### config.mk
export PLATFORM = sky130hd
export DESIGN_NAME = ram_burst_ctrl
export DESIGN_NICKNAME = d
export VERILOG_FILES = /design/src/rtl/ram_burst_pkg.sv /design/src/rtl/rd_resp_fifo.sv /design/src/rtl/ram_burst_ctrl.sv
export SDC_FILE = /design/constraint.sdc
export NUM_CORES = 1
export LEC_CHECK = 0
export ABC_CLOCK_PERIOD_IN_PS = 3600
export BUFFER_PORTS_ARGS = -buffer_cell sky130_fd_sc_hd__buf_2
export CORE_MARGIN = 3
export CORE_UTILIZATION = 54
export DETAILED_ROUTE_END_ITERATION = 16
export GPL_TIMING_DRIVEN = 1
export PLACE_DENSITY = 0.86
export SLEW_MARGIN = 40
export SYNTH_ARGS = -nofsm -noshare
export SYNTH_HDL_FRONTEND = slang
export SYNTH_SLANG_ARGS = --single-unit
### constraint.sdc
create_clock -name clk -period 3.6 [get_ports clk]
set_input_delay 0.72 -clock clk [delete_from_list [all_inputs] [get_ports clk]]
set_output_delay 0.72 -clock clk [all_outputs]
set_load 0.01 [all_outputs]
### src/rtl/ram_burst_pkg.sv
// rtl/ram_burst_pkg.sv - shared types and constants for the RAM burst controller
// Contents: controller state enum, RAM address/line widths, response FIFO depth.
package ram_burst_pkg;

  localparam int ADDR_W     = 14;
  localparam int LINE_W     = 8;
  localparam int RESP_DEPTH = 2;

  typedef enum logic [1:0] {
    IDLE  = 2'd0,
    WRITE = 2'd1,
    READ  = 2'd2,
    DRAIN = 2'd3
  } state_e;

endpackage

### src/rtl/rd_resp_fifo.sv
// rtl/rd_resp_fifo.sv - 2-entry synchronous FIFO holding {last, data} read responses
// Ports:
//   clk, rst_n        clock, synchronous active-low reset (empties the FIFO)
//   push, push_data   write one entry; accepted when not full, or full with a pop
//   pop,  pop_data    remove head entry; pop_data shows the head combinationally
//   full, empty       occupancy flags
//   count             number of stored entries (0..RESP_DEPTH)
module rd_resp_fifo
  import ram_burst_pkg::*;
#(
  parameter int W = 33
) (
  input  logic         clk,
  input  logic         rst_n,
  input  logic         push,
  input  logic [W-1:0] push_data,
  input  logic         pop,
  output logic [W-1:0] pop_data,
  output logic         full,
  output logic         empty,
  output logic [1:0]   count
);

  logic [W-1:0] mem_q [RESP_DEPTH];
  logic [W-1:0] mem_d [RESP_DEPTH];
  logic         wr_ptr_q, wr_ptr_d;
  logic         rd_ptr_q, rd_ptr_d;
  logic [1:0]   count_q,  count_d;
  logic         do_push, do_pop;

  assign full     = (count_q == 2'(RESP_DEPTH));
  assign empty    = (count_q == 2'd0);
  assign count    = count_q;
  assign pop_data = mem_q[rd_ptr_q];

  always_comb begin
    mem_d    = mem_q;
    wr_ptr_d = wr_ptr_q;
    rd_ptr_d = rd_ptr_q;
    // A pop frees the head slot in the same cycle, so a full FIFO may still push.
    do_pop   = pop && !empty;
    do_push  = push && (!full || do_pop);
    if (do_push) begin
      mem_d[wr_ptr_q] = push_data;
      wr_ptr_d        = ~wr_ptr_q;
    end
    if (do_pop) begin
      rd_ptr_d = ~rd_ptr_q;
    end
    count_d = count_q + 2'(do_push) - 2'(do_pop);
  end

  always_ff @(posedge clk) begin
    if (!rst_n) begin
      for (int i = 0; i < RESP_DEPTH; i++) begin
        mem_q[i] <= '0;
      end
      wr_ptr_q <= 1'b0;
      rd_ptr_q <= 1'b0;
      count_q  <= 2'd0;
    end else begin
      mem_q    <= mem_d;
      wr_ptr_q <= wr_ptr_d;
      rd_ptr_q <= rd_ptr_d;
      count_q  <= count_d;
    end
  end

endmodule

### src/rtl/ram_burst_ctrl.sv
// rtl/ram_burst_ctrl.sv - burst read/write sequencer in front of a 256-line register RAM
// Ports:
//   clk, rst_n                         clock, synchronous active-low reset
//   req_valid/req_ready/req_we/
//   req_addr/req_len                   burst command (req_len+1 words at req_addr[7:0])
//   wdata_valid/wdata_ready/wdata      write word stream (WRITE state only)
//   rdata_valid/rdata_ready/
//   rdata/rdata_last                   read response stream out of the response FIFO
//   ram_addr/ram_d/ram_WrEn/ram_q      RAM port; ram_q is registered inside the RAM
//   busy                               burst in progress or responses still buffered
module ram_burst_ctrl
  import ram_burst_pkg::*;
#(
  parameter int SIZE  = 32,
  parameter int LEN_W = 4
) (
  input  logic              clk,
  input  logic              rst_n,
  input  logic              req_valid,
  output logic              req_ready,
  input  logic              req_we,
  input  logic [ADDR_W-1:0] req_addr,
  input  logic [LEN_W-1:0]  req_len,
  input  logic              wdata_valid,
  output logic              wdata_ready,
  input  logic [SIZE-1:0]   wdata,
  output logic              rdata_valid,
  input  logic              rdata_ready,
  output logic [SIZE-1:0]   rdata,
  output logic              rdata_last,
  output logic [ADDR_W-1:0] ram_addr,
  output logic [SIZE-1:0]   ram_d,
  output logic              ram_WrEn,
  input  logic [SIZE-1:0]   ram_q,
  output logic              busy
);

  state_e              state_q, state_d;
  logic [LINE_W-1:0]   base_q, base_d;
  logic [LEN_W-1:0]    len_q, len_d;
  logic [LEN_W-1:0]    cnt_q, cnt_d;
  logic                inflight_q, inflight_d;
  logic                last_pend_q, last_pend_d;

  logic [LINE_W-1:0]   line_addr;
  logic                ram_we_c;
  logic                issue;
  logic                credit;
  logic [2:0]          occ;

  logic                fifo_pop;
  logic                fifo_empty;
  logic [1:0]          fifo_count;
  logic [SIZE:0]       fifo_head;
  logic                unused_fifo_full;
  logic                unused_addr_hi;

  assign unused_addr_hi = ^req_addr[ADDR_W-1:LINE_W];

  // 8-bit line arithmetic wraps 255 -> 0.
  assign line_addr = base_q + LINE_W'(cnt_q);
  assign fifo_pop  = rdata_ready && !fifo_empty;

  // Outstanding responses = buffered + one in flight from the RAM. A pop in
  // this cycle frees a slot, which keeps reads streaming at one word per cycle.
  assign occ    = 3'(fifo_count) + 3'(inflight_q);
  assign credit = occ < (3'(RESP_DEPTH) + 3'(fifo_pop));

  always_comb begin
    state_d     = state_q;
    base_d      = base_q;
    len_d       = len_q;
    cnt_d       = cnt_q;
    req_ready   = 1'b0;
    wdata_ready = 1'b0;
    ram_we_c    = 1'b0;
    issue       = 1'b0;

    case (state_q)
      IDLE: begin
        req_ready = 1'b1;
        if (req_valid) begin
          base_d  = req_addr[LINE_W-1:0];
          len_d   = req_len;
          cnt_d   = '0;
          state_d = req_we ? WRITE : READ;
        end
      end
      WRITE: begin
        wdata_ready = 1'b1;
        if (wdata_valid) begin
          ram_we_c = 1'b1;
          cnt_d    = cnt_q + LEN_W'(1);
          if (cnt_q == len_q) state_d = IDLE;
        end
      end
      READ: begin
        if (credit) begin
          issue = 1'b1;
          cnt_d = cnt_q + LEN_W'(1);
          if (cnt_q == len_q) state_d = DRAIN;
        end
      end
      DRAIN: begin
        if (!inflight_q) state_d = IDLE;
      end
      default: state_d = IDLE;
    endcase

    inflight_d  = issue;
    last_pend_d = issue && (cnt_q == len_q);
  end

  always_ff @(posedge clk) begin
    if (!rst_n) begin
      state_q     <= IDLE;
      base_q      <= '0;
      len_q       <= '0;
      cnt_q       <= '0;
      inflight_q  <= 1'b0;
      last_pend_q <= 1'b0;
    end else begin
      state_q     <= state_d;
      base_q      <= base_d;
      len_q       <= len_d;
      cnt_q       <= cnt_d;
      inflight_q  <= inflight_d;
      last_pend_q <= last_pend_d;
    end
  end

  // The RAM shares this reset; keep its write enable off while reset is held.
  assign ram_WrEn = ram_we_c && rst_n;
  assign ram_addr = {{(ADDR_W-LINE_W){1'b0}}, line_addr};
  assign ram_d    = ram_we_c ? wdata : '0;

  rd_resp_fifo #(
    .W (SIZE + 1)
  ) u_fifo (
    .clk       (clk),
    .rst_n     (rst_n),
    .push      (inflight_q),
    .push_data ({last_pend_q, ram_q}),
    .pop       (fifo_pop),
    .pop_data  (fifo_head),
    .full      (unused_fifo_full),
    .empty     (fifo_empty),
    .count     (fifo_count)
  );

  assign rdata_valid = !fifo_empty;
  assign rdata       = fifo_empty ? '0 : fifo_head[SIZE-1:0];
  assign rdata_last  = !fifo_empty && fifo_head[SIZE];
  assign busy        = (state_q != IDLE) || !fifo_empty;

endmodule

# Word level (Yosys, flattened, before mapping)
# Index checks and enable logic that the tools add are counted.
[classes] n_eq_ne=11 reduce_logical=18 n_lt_le_gt_ge=4 n_bitwise=4 mux=26 addsub=6
[op_table] op="33-bit 2-to-1 mux" n=4
[op_table] op="66-bit bitwise mux" n=1
[op_table] op="32-bit 2-to-1 mux" n=2
[op_table] op="33-bit demux with 1-bit select" n=1
[op_table] op="2-bit 2-to-1 mux" n=7
[op_table] op="4-bit 2-to-1 mux" n=3
[op_table] op="2-bit inequality test (second input constant)" n=6
[op_table] op="4-bit one-hot mux with 3 select lines" n=1
[op_table] op="8-bit by 4-bit adder with 8-bit output" n=1
[op_table] op="2-bit one-hot mux with 4 select lines" n=1
[op_table] op="1-bit logical AND" n=7
[op_table] op="2-bit equality test (second input constant)" n=3
[op_table] op="1-bit 2-to-1 mux" n=6
[op_table] op="6-bit AND reduction" n=1
[op_table] op="4-bit by 1-bit adder with 4-bit output (second input constant)" n=1
[op_table] op="4-bit equality test" n=1
[op_table] op="2-bit >= comparator (second input constant)" n=2
[op_table] op="2-bit zero test" n=2
[op_table] op="1-bit NOT with 2-bit output" n=2
[op_table] op="4-bit AND reduction" n=1
[op_table] op="2-bit by 1-bit adder with 3-bit output" n=1
[op_table] op="2-bit by 1-bit adder with 3-bit output (first input constant)" n=1
[op_table] op="3-bit < comparator" n=1
[op_table] op="3-bit nonzero test" n=1
[op_table] op="9 further kinds" n=12
[word_totals] in_bits=88 out_inout_bits=84 register_bits=90 wordCells=80

# Depth between registers and ports, before layout
# Gate-level depths: netlist of run 1.
[logic_depth] ltp_word=8 ltp_mapped=8 ltp_nobuf=8

# Modules after synthesis
# From an unflattened synthesis of run 1, not the netlist that was laid out.
[unflattened] hier_cells=544 hier_area_um2=4903.5
[by_module_without_submodules] module="rd_resp_fifo" instances=1 area_each_um2=3111.7 cells_per_inst=309 seq_area_each_um2=1401.3
[by_module_without_submodules] module="ram_burst_ctrl" instances=1 area_each_um2=1791.7 cells_per_inst=235 seq_area_each_um2=400.4

# Worst setup path before layout of run 1
# OpenSTA, ideal clock, no wires.
[synth_path] kind="reg2out" from="register cnt_q[0]" to="output port ram_addr[6]" path_slack_ns=1.277 t_arrival_ns=1.603 path_stages_with_launch=7 n_path_buf=0 required_time_ns=2.880 cell_sequence="dfxtp_1 -> ha_1 -> fa_1 -> a21o_1 -> a21oi_1 -> nor2_1 -> xor2_1"
[synth_between] elab_chain_cells=1
[synth_rtl] item="start: declaration" line_no="ram_burst_ctrl.sv:41" text="logic [LEN_W-1:0] cnt_q, cnt_d;"
[synth_rtl] item="start signal: assignment" line_no="ram_burst_ctrl.sv:126" text="cnt_q <= cnt_d;"
[synth_rtl] item="8-bit by 4-bit adder with 8-bit output" line_no="ram_burst_ctrl.sv:61" text="assign line_addr = base_q + LINE_W'(cnt_q);"
[synth_rtl] item="end: declaration" line_no="ram_burst_ctrl.sv:31" text="output logic [ADDR_W-1:0] ram_addr,"
# No other way between the ends.

# Worst setup path in the final report of run 1
# Same ends and word-level chain as after synthesis.

==> results of run 1 <==
==> synthesized netlist by cell type (2+ instances only) <==
library cell,n
sky130_fd_sc_hd__nor2_1,38
sky130_fd_sc_hd__xor2_1,3
sky130_fd_sc_hd__a31oi_1,2
sky130_fd_sc_hd__or2b_1,2
sky130_fd_sc_hd__ha_1,14
sky130_fd_sc_hd__nor3b_2,2
sky130_fd_sc_hd__and4b_1,2
sky130_fd_sc_hd__a21oi_1,3
sky130_fd_sc_hd__buf_4,12
sky130_fd_sc_hd__o21ai_0,6
sky130_fd_sc_hd__a21o_1,2
sky130_fd_sc_hd__inv_1,9
sky130_fd_sc_hd__buf_2,9
sky130_fd_sc_hd__xnor2_1,9
sky130_fd_sc_hd__and3_1,34
sky130_fd_sc_hd__nand2_1,168
sky130_fd_sc_hd__and2_1,5
sky130_fd_sc_hd__clkbuf_1,25
sky130_fd_sc_hd__dfxtp_1,90
sky130_fd_sc_hd__a21boi_1,61
sky130_fd_sc_hd__nand3_1,4
sky130_fd_sc_hd__nand4_1,2
sky130_fd_sc_hd__a21boi_0,20
sky130_fd_sc_hd__nor2b_1,4
sky130_fd_sc_hd__mux2i_1,35
==> power by group <==
part / internal (mW) / switching [mW]
sequential: 1.12 / 0.129
clock: 0.412 / 0.345
combinational: 0.497 / 0.715
total: 2.03 / 1.19
==> cell families after synthesis <==
group           Yosys count
mux                      35
flops                    90
xor+xnor                 12
compound gates          101
fa+ha+maj                15
other cells               1
buf+inv                  55
simple gates            270
==> area by class of cell <==
type                    instances  area [um2]
multi-input cells             439        2640
fillers                       680        2620
well taps                     105         131
clock inverters                 4        73.8
clock buffers                  12         145
inverters                       9        33.8
repair buffers                167         856
flip-flops and latches         90        1800
==> per-layer routing <==
metal  up-vias  global-route usage  part of all wire
met5         -                   0                 0
met3        20              0.0474             0.061
li1       2174                   -                 -
met2       152               0.444              0.53
met4         0              0.0798             0.017
met1      1983               0.270              0.40
==> worst max path at each step <==
stage | start | end | slack, ns
after detailed placement | cnt_q[0] | ram_addr[6] | 1.09
after global placement | cnt_q[0] | ram_addr[6] | 1.12
final | cnt_q[0] | ram_addr[6] | 0.70
after global routing | cnt_q[0] | ram_addr[6] | 0.57
after CTS | cnt_q[0] | ram_addr[6] | 0.71
after floorplan | cnt_q[0] | ram_addr[6] | 1.28
==> registers in the layout, summed over array words and instances, names as in the netlist <==
name	cells
u_fifo.mem_q	66
u_fifo.wr_ptr_q	1
last_pend_q	1
cnt_q	4
base_q	8
inflight_q	1
u_fifo.rd_ptr_q	1
state_q	2
len_q	4
u_fifo.count	2
==> metrics by stage <==
stage / hold WS, ns / cells / total power, mW / util / area [um2]
2_1_floorplan: 0.431 / 584 / 2.11 / - / 4690
6_report: 0.455 / 826 / 3.21 / 0.684 / 5680
4_1_cts: 0.457 / 826 / 3.24 / 0.684 / 5680
3_5_place_dp: 0.445 / 810 / 2.48 / 0.658 / 5460
5_1_grt: 0.470 / 826 / 3.41 / 0.684 / 5680
3_3_place_gp: 0.437 / 810 / 2.43 / 0.658 / 5460
==> worst max-delay path, delay by kind of cell (launching register included) <==
family | cells | cell delay, ns
AOI/OAI and AO/OA | 2 | 0.43
buffers and inverters | 1 | 0.15
adders and majority gates | 2 | 0.64
and+or+nand+nor | 1 | 0.09
DFF | 1 | 0.37
xor gates and xnor gates | 1 | 0.14
==> impl_results.html, run 1 <==
<table>
<tr><th>Metric</th><th>Value</th></tr>
<tr><th colspan="2">Worst setup path</th></tr>
<tr><td>Highest net fanout along the worst path</td><td>6</td></tr>
<tr><td>Critical R2R Launch</td><td>state_q[1]</td></tr>
<tr><td>R2R depth</td><td>6</td></tr>
<tr><td>Critical Path AT</td><td>2.18 ns</td></tr>
<tr><td>Type of element launching the critical path</td><td>flop</td></tr>
<tr><td>Largest stage delay on the critical path</td><td>0.41 ns</td></tr>
<tr><td>Kind of critical path</td><td>reg -&gt; out</td></tr>
<tr><td>Reg2reg setup slack</td><td>1.58 ns</td></tr>
<tr><td>Required time of the critical path</td><td>2.88 ns</td></tr>
<tr><td>Worst-path cell with the longest stage delay</td><td>sky130_fd_sc_hd__fa_1</td></tr>
<tr><td>Endpoint of the worst register-to-register path</td><td>cnt_q[2]</td></tr>
<tr><td>Cell breakdown of the critical path</td><td>ha_1 &gt; fa_1 &gt; a21o_1 &gt; a21oi_1 &gt; nor2_1 &gt; xor2_1 &gt; buf_2</td></tr>
<tr><td>Critical Path End Type</td><td>output pin</td></tr>
<tr><th colspan="2">Drt</th></tr>
<tr><td>DR vias/cell</td><td>5.24</td></tr>
<tr><td>Antenna Violating Nets Remaining</td><td>0</td></tr>
<tr><td>Drt wl/cell</td><td>14.4 um</td></tr>
<tr><td>DR DRC count</td><td>0</td></tr>
<tr><td>Final routed wirelength across all metal layers</td><td>11,900 um</td></tr>
<tr><td>Drt pass-1 iters</td><td>5</td></tr>
<tr><td>Drt initial violations</td><td>182</td></tr>
<tr><td>Number of vias after detailed routing</td><td>4,329</td></tr>
<tr><th colspan="2">Finish</th></tr>
<tr><td>Commonest non-fill, non-tap cells in the layout</td><td>168 x sky130_fd_sc_hd__nand2_1, 159 x sky130_fd_sc_hd__buf_2, 89 x sky130_fd_sc_hd__dfxtp_1</td></tr>
<tr><td>Nets</td><td>819</td></tr>
<tr><td>Most common cell after layout, fill and taps aside</td><td>sky130_fd_sc_hd__nand2_1</td></tr>
<tr><td>Count of inserted antenna diode cells</td><td>0</td></tr>
<tr><td>Share of cells above drive strength 1</td><td>0.264</td></tr>
<tr><td>Area delta synth-&gt;final</td><td>21.6%</td></tr>
<tr><th colspan="2">Hold path</th></tr>
<tr><td>Hold Crit Class</td><td>reg -&gt; reg</td></tr>
<tr><td>End point of the most critical hold path</td><td>u_fifo.mem_q[56]</td></tr>
<tr><td>Hold path start</td><td>u_fifo.mem_q[56]</td></tr>
<tr><td>Worst Hold Depth</td><td>2</td></tr>
<tr><th colspan="2">Global route</th></tr>
<tr><td>Initial antenna violation count</td><td>0</td></tr>
<tr><td>Total Routing Usage GR</td><td>0.238</td></tr>
<tr><td>Vias in the first global route</td><td>4,246</td></tr>
<tr><td>Wire length of the first global-routing pass</td><td>19,200 um</td></tr>
<tr><td>Maximum number of pins on one net before global-route repair</td><td>57</td></tr>
<tr><td>Final global-route overflow total</td><td>0</td></tr>
<tr><th colspan="2">Yosys</th></tr>
<tr><td>Yosys synthesis warning count</td><td>0</td></tr>
<tr><td>Post-synthesis share of cell area spent on xor and xnor gates</td><td>0.0225</td></tr>
<tr><td>Post-Synth Adder-Cell Area</td><td>0.0418</td></tr>
<tr><td>Average cell area after synthesis</td><td>8.07 um2</td></tr>
<tr><td>Compound-Gate Fraction of Synth Area</td><td>0.159</td></tr>
<tr><td>Cell count after synthesis</td><td>579</td></tr>
<tr><td>Post-synthesis share of cell area spent on and, or, nand and nor gates</td><td>0.259</td></tr>
<tr><td>Largest area contributor in the netlist</td><td>sky130_fd_sc_hd__dfxtp_1</td></tr>
<tr><td>Number of synthesized register bits</td><td>90</td></tr>
<tr><td>Portion of the post-synthesis area used by sequential elements</td><td>0.386</td></tr>
<tr><td>Leading post-synthesis cells by cell area</td><td>sky130_fd_sc_hd__dfxtp_1 39%, sky130_fd_sc_hd__nand2_1 13%, sky130_fd_sc_hd__a21boi_1 9.8%</td></tr>
<tr><td>Multiplexer share of the synthesized area</td><td>0.0750</td></tr>
<tr><td>Yosys cell types</td><td>43</td></tr>
<tr><td>Post-synth EDFFs</td><td>0</td></tr>
<tr><td>Yosys top cell area share</td><td>0.386</td></tr>
<tr><td>Ys async rst share</td><td>0</td></tr>
<tr><td>Flip-flop cell with the highest count after synthesis</td><td>sky130_fd_sc_hd__dfxtp_1</td></tr>
<tr><td>Netlist Area Pre-Place</td><td>4670 um2</td></tr>
<tr><td>Main combinational cell family by area after synthesis</td><td>simple AND/OR/NAND/NOR gates</td></tr>
<tr><th colspan="2">Timing</th></tr>
<tr><td>Final critical path time including I/O delays and setup</td><td>2.90 ns</td></tr>
<tr><td>Relative max-transition margin</td><td>0.612</td></tr>
<tr><td>Slew at the pin closest to its max-slew limit</td><td>0.582 ns</td></tr>
<tr><td>Total count of hold-check failures in the final report</td><td>0</td></tr>
<tr><td>Max-slew violation total from the final report</td><td>0</td></tr>
<tr><td>Setup total negative slack</td><td>0 ns</td></tr>
<tr><td>Max Fclk</td><td>344 MHz</td></tr>
<tr><td>Setup-violating endpoint count in the final report</td><td>0</td></tr>
<tr><td>Unrepaired setup endpoints after global routing</td><td>false</td></tr>
<tr><td>Post-route setup slack</td><td>0.696 ns</td></tr>
<tr><td>Final period utilization</td><td>0.807</td></tr>
<tr><td>Final setup skew</td><td>0.00733 ns</td></tr>
<tr><th colspan="2">Die</th></tr>
<tr><td>Die width</td><td>99.0 um</td></tr>
<tr><td>Placeable core area</td><td>8300 um2</td></tr>
<tr><td>Top-Level Pins</td><td>172</td></tr>
<tr><td>Number of placement rows</td><td>33</td></tr>
<tr><td>Effective utilization at floorplan</td><td>0.563</td></tr>
<tr><td>Die height</td><td>99.0 um</td></tr>
<tr><td>Die outline area</td><td>9800 um2</td></tr>
<tr><th colspan="2">Clock network</th></tr>
<tr><td>CTS Hold Buffers Added</td><td>0</td></tr>
<tr><td>Clock edge transition at the registers on the reported setup and hold paths</td><td>0.08 ns</td></tr>
<tr><td>Sink count of the clock tree</td><td>90</td></tr>
<tr><td>Clock tree from TritonCTS</td><td>yes</td></tr>
<tr><td>Resized cells post-CTS</td><td>0</td></tr>
<tr><td>CTS Buf Count</td><td>9</td></tr>
<tr><td>Clock Root Buffer</td><td>sky130_fd_sc_hd__clkbuf_8</td></tr>
<tr><td>Buffers inserted during post-CTS setup optimization</td><td>0</td></tr>
<tr><td>Deepest level of the CTS H-tree</td><td>3</td></tr>
<tr><td>Clock buffer depth</td><td>2</td></tr>
<tr><td>Clock insertion delay at the later pin of the skew report</td><td>0.36 ns</td></tr>
<tr><th colspan="2">Pwr</th></tr>
<tr><td>Worst supply voltage drop on vdd</td><td>500 uV</td></tr>
<tr><td>Power per standard cell area</td><td>566 nW/um2</td></tr>
<tr><td>Leakage</td><td>2.59 nW</td></tr>
<tr><th colspan="2">Placement</th></tr>
<tr><td>Final weighted congestion of routability-driven global placement</td><td>0.830</td></tr>
<tr><td>Post-DP HPWL</td><td>8560 um</td></tr>
<tr><td>Setup Slack @ Placement</td><td>1.09 ns</td></tr>
<tr><td>Port bufs</td><td>159</td></tr>
<tr><th colspan="2">Run</th></tr>
<tr><td>Max-Cap Viols</td><td>0</td></tr>
<tr><th colspan="2">Status</th></tr>
<tr><td>Outcome</td><td>finished, final reports clean</td></tr>
</table>
No activity file was read; power rests on OpenSTA's default activity.
==> run 2, diff against run 1 <==
--- a/config.mk
+++ b/config.mk
@@ -5,13 +5,13 @@
 export SDC_FILE = /design/constraint.sdc
 export NUM_CORES = 1
 export LEC_CHECK = 0
-export ABC_CLOCK_PERIOD_IN_PS = 3600
+export ABC_CLOCK_PERIOD_IN_PS = 2400
 export BUFFER_PORTS_ARGS = -buffer_cell sky130_fd_sc_hd__buf_2
 export CORE_MARGIN = 3
-export CORE_UTILIZATION = 54
+export CORE_UTILIZATION = 45
 export DETAILED_ROUTE_END_ITERATION = 16
 export GPL_TIMING_DRIVEN = 1
-export PLACE_DENSITY = 0.86
+export PLACE_DENSITY = 0.77
 export SLEW_MARGIN = 40
 export SYNTH_ARGS = -nofsm -noshare
 export SYNTH_HDL_FRONTEND = slang
==> constraint.sdc (replaced) <==
create_clock -name clk -period 2.4 [get_ports clk]
set_input_delay 0.48 -clock clk [delete_from_list [all_inputs] [get_ports clk]]
set_output_delay 0.48 -clock clk [all_outputs]
set_load 0.01 [all_outputs]
==> run 2 against run 1 <==
Against the previous run: the flow now finishes with violations (setup timing); critical path type unchanged; clock skew is 0.00066 ns higher; largest cell class unchanged; cell area is 2.4% higher; sequential share of layout area is 0.64 points lower; global-route usage is 3.2 points lower.
==> impl_results.html, run 2 (synthesis gave the netlist of run 1 again) <==
<table>
<tr><th>Metric</th><th>Value</th></tr>
<tr><th colspan="2">Timing</th></tr>
<tr><td>Worst Hold Slack</td><td>0.360 ns</td></tr>
<tr><td>Relative max-transition margin</td><td>0.651</td></tr>
<tr><td>Total count of hold-check failures in the final report</td><td>0</td></tr>
<tr><td>Unrepaired setup endpoints after global routing</td><td>true</td></tr>
<tr><td>Post-route setup slack</td><td>-0.0254 ns</td></tr>
<tr><td>Max-slew violation total from the final report</td><td>0</td></tr>
<tr><td>Max Fclk</td><td>412 MHz</td></tr>
<tr><td>Final critical path time including I/O delays and setup</td><td>2.43 ns</td></tr>
<tr><td>Slew at the pin closest to its max-slew limit</td><td>0.522 ns</td></tr>
<tr><td>Final period utilization</td><td>1.01</td></tr>
<tr><td>Setup-violating endpoint count in the final report</td><td>1</td></tr>
<tr><td>Final setup skew</td><td>0.00799 ns</td></tr>
<tr><th colspan="2">Finish</th></tr>
<tr><td>Max FFs per register</td><td>66</td></tr>
<tr><td>Nets</td><td>826</td></tr>
<tr><td>Biggest regs</td><td>u_fifo.mem_q (66), base_q (8)</td></tr>
<tr><td>Largest register by flop count</td><td>u_fifo.mem_q</td></tr>
<tr><td>Post-layout utilization of the core</td><td>0.584</td></tr>
<tr><td>Area delta synth-&gt;final</td><td>24.5%</td></tr>
<tr><td>Most common cell after layout, fill and taps aside</td><td>sky130_fd_sc_hd__nand2_1</td></tr>
<tr><td>Share of cells above drive strength 1</td><td>0.282</td></tr>
<tr><td>Commonest non-fill, non-tap cells in the layout</td><td>168 x sky130_fd_sc_hd__nand2_1, 159 x sky130_fd_sc_hd__buf_2, 86 x sky130_fd_sc_hd__dfxtp_1</td></tr>
<tr><td>Non-filler cells, final</td><td>861</td></tr>
<tr><td>Count of inserted antenna diode cells</td><td>0</td></tr>
<tr><th colspan="2">Die</th></tr>
<tr><td>Top-Level Pins</td><td>172</td></tr>
<tr><td>Die height</td><td>108 um</td></tr>
<tr><td>Die outline area</td><td>11,600 um2</td></tr>
<tr><td>Number of placement rows</td><td>36</td></tr>
<tr><td>Placeable core area</td><td>9950 um2</td></tr>
<tr><td>Effective utilization at floorplan</td><td>0.469</td></tr>
<tr><td>Die width</td><td>108 um</td></tr>
<tr><th colspan="2">Global route</th></tr>
<tr><td>Final global-route overflow total</td><td>0</td></tr>
<tr><td>Met3 track demand over resource in global routing</td><td>0.0414</td></tr>
<tr><td>Maximum number of pins on one net before global-route repair</td><td>51</td></tr>
<tr><td>Initial antenna violation count</td><td>0</td></tr>
<tr><td>Met2 capacity usage during global routing</td><td>0.376</td></tr>
<tr><td>Busiest grt layer</td><td>met2</td></tr>
<tr><td>Total Routing Usage GR</td><td>0.207</td></tr>
<tr><td>Vias in the first global route</td><td>4,261</td></tr>
<tr><td>Wire length of the first global-routing pass</td><td>19,400 um</td></tr>
<tr><td>Met1 Track Usage GR</td><td>0.242</td></tr>
<tr><th colspan="2">Pwr</th></tr>
<tr><td>Worst supply voltage drop on vdd</td><td>602 uV</td></tr>
<tr><td>Power per standard cell area</td><td>831 nW/um2</td></tr>
<tr><td>Leakage</td><td>2.61 nW</td></tr>
<tr><td>Overall power of the completed layout</td><td>4.83 mW</td></tr>
<tr><th colspan="2">Clock network</th></tr>
<tr><td>Clock insertion delay at the later pin of the skew report</td><td>0.36 ns</td></tr>
<tr><td>Clock Root Buffer</td><td>sky130_fd_sc_hd__clkbuf_8</td></tr>
<tr><td>Clock tree from TritonCTS</td><td>yes</td></tr>
<tr><td>Deepest level of the CTS H-tree</td><td>3</td></tr>
<tr><td>Clock buffer depth</td><td>2</td></tr>
<tr><td>Sink count of the clock tree</td><td>90</td></tr>
<tr><td>CTS Hold Buffers Added</td><td>0</td></tr>
<tr><td>Clock edge transition at the registers on the reported setup and hold paths</td><td>0.09 ns</td></tr>
<tr><td>CTS Buf Count</td><td>9</td></tr>
<tr><th colspan="2">Worst setup path</th></tr>
<tr><td>Type of element launching the critical path</td><td>flop</td></tr>
<tr><td>Critical Path End Type</td><td>output pin</td></tr>
<tr><td>Reg2reg setup slack</td><td>0.46 ns</td></tr>
<tr><td>Required time of the critical path</td><td>1.92 ns</td></tr>
<tr><td>Kind of critical path</td><td>reg -&gt; out</td></tr>
<tr><td>Critical Path AT</td><td>1.95 ns</td></tr>
<tr><td>Highest net fanout along the worst path</td><td>2</td></tr>
<tr><th colspan="2">Status</th></tr>
<tr><td>Failing checks</td><td>setup timing</td></tr>
<tr><td>Outcome</td><td>finished with violations</td></tr>
<tr><th colspan="2">Placement</th></tr>
<tr><td>Port bufs</td><td>159</td></tr>
<tr><td>Post-DP HPWL</td><td>8550 um</td></tr>
<tr><td>Cell count after placement</td><td>842</td></tr>
<tr><td>Final weighted congestion of routability-driven global placement</td><td>0.763</td></tr>
<tr><th colspan="2">Drt</th></tr>
<tr><td>DR DRC count</td><td>0</td></tr>
<tr><td>Drt initial violations</td><td>269</td></tr>
<tr><td>Antenna Violating Nets Remaining</td><td>0</td></tr>
<tr><td>Drt wl/cell</td><td>13.9 um</td></tr>
<tr><td>Final routed wirelength across all metal layers</td><td>12,000 um</td></tr>
<tr><td>Drt pass-1 iters</td><td>4</td></tr>
<tr><td>DR vias/cell</td><td>5.15</td></tr>
<tr><td>Number of vias after detailed routing</td><td>4,436</td></tr>
<tr><th colspan="2">Hold path</th></tr>
<tr><td>Hold Crit Class</td><td>in -&gt; reg</td></tr>
<tr><th colspan="2">Run</th></tr>
<tr><td>Max-Cap Viols</td><td>0</td></tr>
</table>
==> run 2: worst paths after layout <==
path                     from          endpoint  cells after the start
min                req_len[3]          len_q[3]                      3
max                  cnt_q[0]       ram_addr[6]                      7
max reg2reg        state_q[1]          cnt_q[2]                      7
min reg2reg  u_fifo.mem_q[64]  u_fifo.mem_q[64]                      2
==> run 2: power by group <==
| group | switching (mW) | internal, mW | total, mW |
|---|---|---|---|
| registers | 0.177 | 1.68 | 1.85 |
| logic | 1.11 | 0.810 | 1.92 |
| clock network | 0.521 | 0.537 | 1.06 |
| total | 1.81 | 3.02 | 4.83 |
==> run 2: final cells by class <==
type / count / area, um2
Clock buffer: 12 / 155
Clock inverter: 4 / 50.0
Fill cell: 867 / 4140
Inverter: 9 / 33.8
Multi-Input combinational cell: 439 / 2670
Sequential cell: 90 / 1810
Tap cell: 133 / 166
Timing Repair Buffer: 174 / 933
==> run 2: per-layer routing <==
metal / vias up / part of all wire
met5: - / 0
met4: 0 / 0.013
met3: 13 / 0.062
met2: 155 / 0.51
met1: 2080 / 0.41
li1: 2188 / -
==> run 2: stage by stage <==
stage / setup WS (ns) / cell area, um2 / TNS [ns]
after CTS: -0.0695 / 5800 / -0.0936
after detailed placement: 0.191 / 5550 / 0
after global routing: -0.133 / 5820 / -0.304
after global placement: 0.211 / 5550 / 0
after floorplan: 0.317 / 4690 / 0
final: -0.0254 / 5820 / -0.0254
==> run 2: timing repair <==
item                       in CTS  in global routing
pin swaps                       6                  4
setup buffers                   1                  2
resized for setup              10                  0
setup endpoints to repair       4                  4
==> run 2: critical path, cell delays in order (launching register included) <==
cell	delay [ns]
sky130_fd_sc_hd__dfxtp_2	0.34
sky130_fd_sc_hd__ha_4	0.16
sky130_fd_sc_hd__fa_2	0.36
sky130_fd_sc_hd__a21o_1	0.20
sky130_fd_sc_hd__a21oi_2	0.18
sky130_fd_sc_hd__nor2_1	0.07
sky130_fd_sc_hd__xor2_1	0.13
sky130_fd_sc_hd__buf_2	0.14
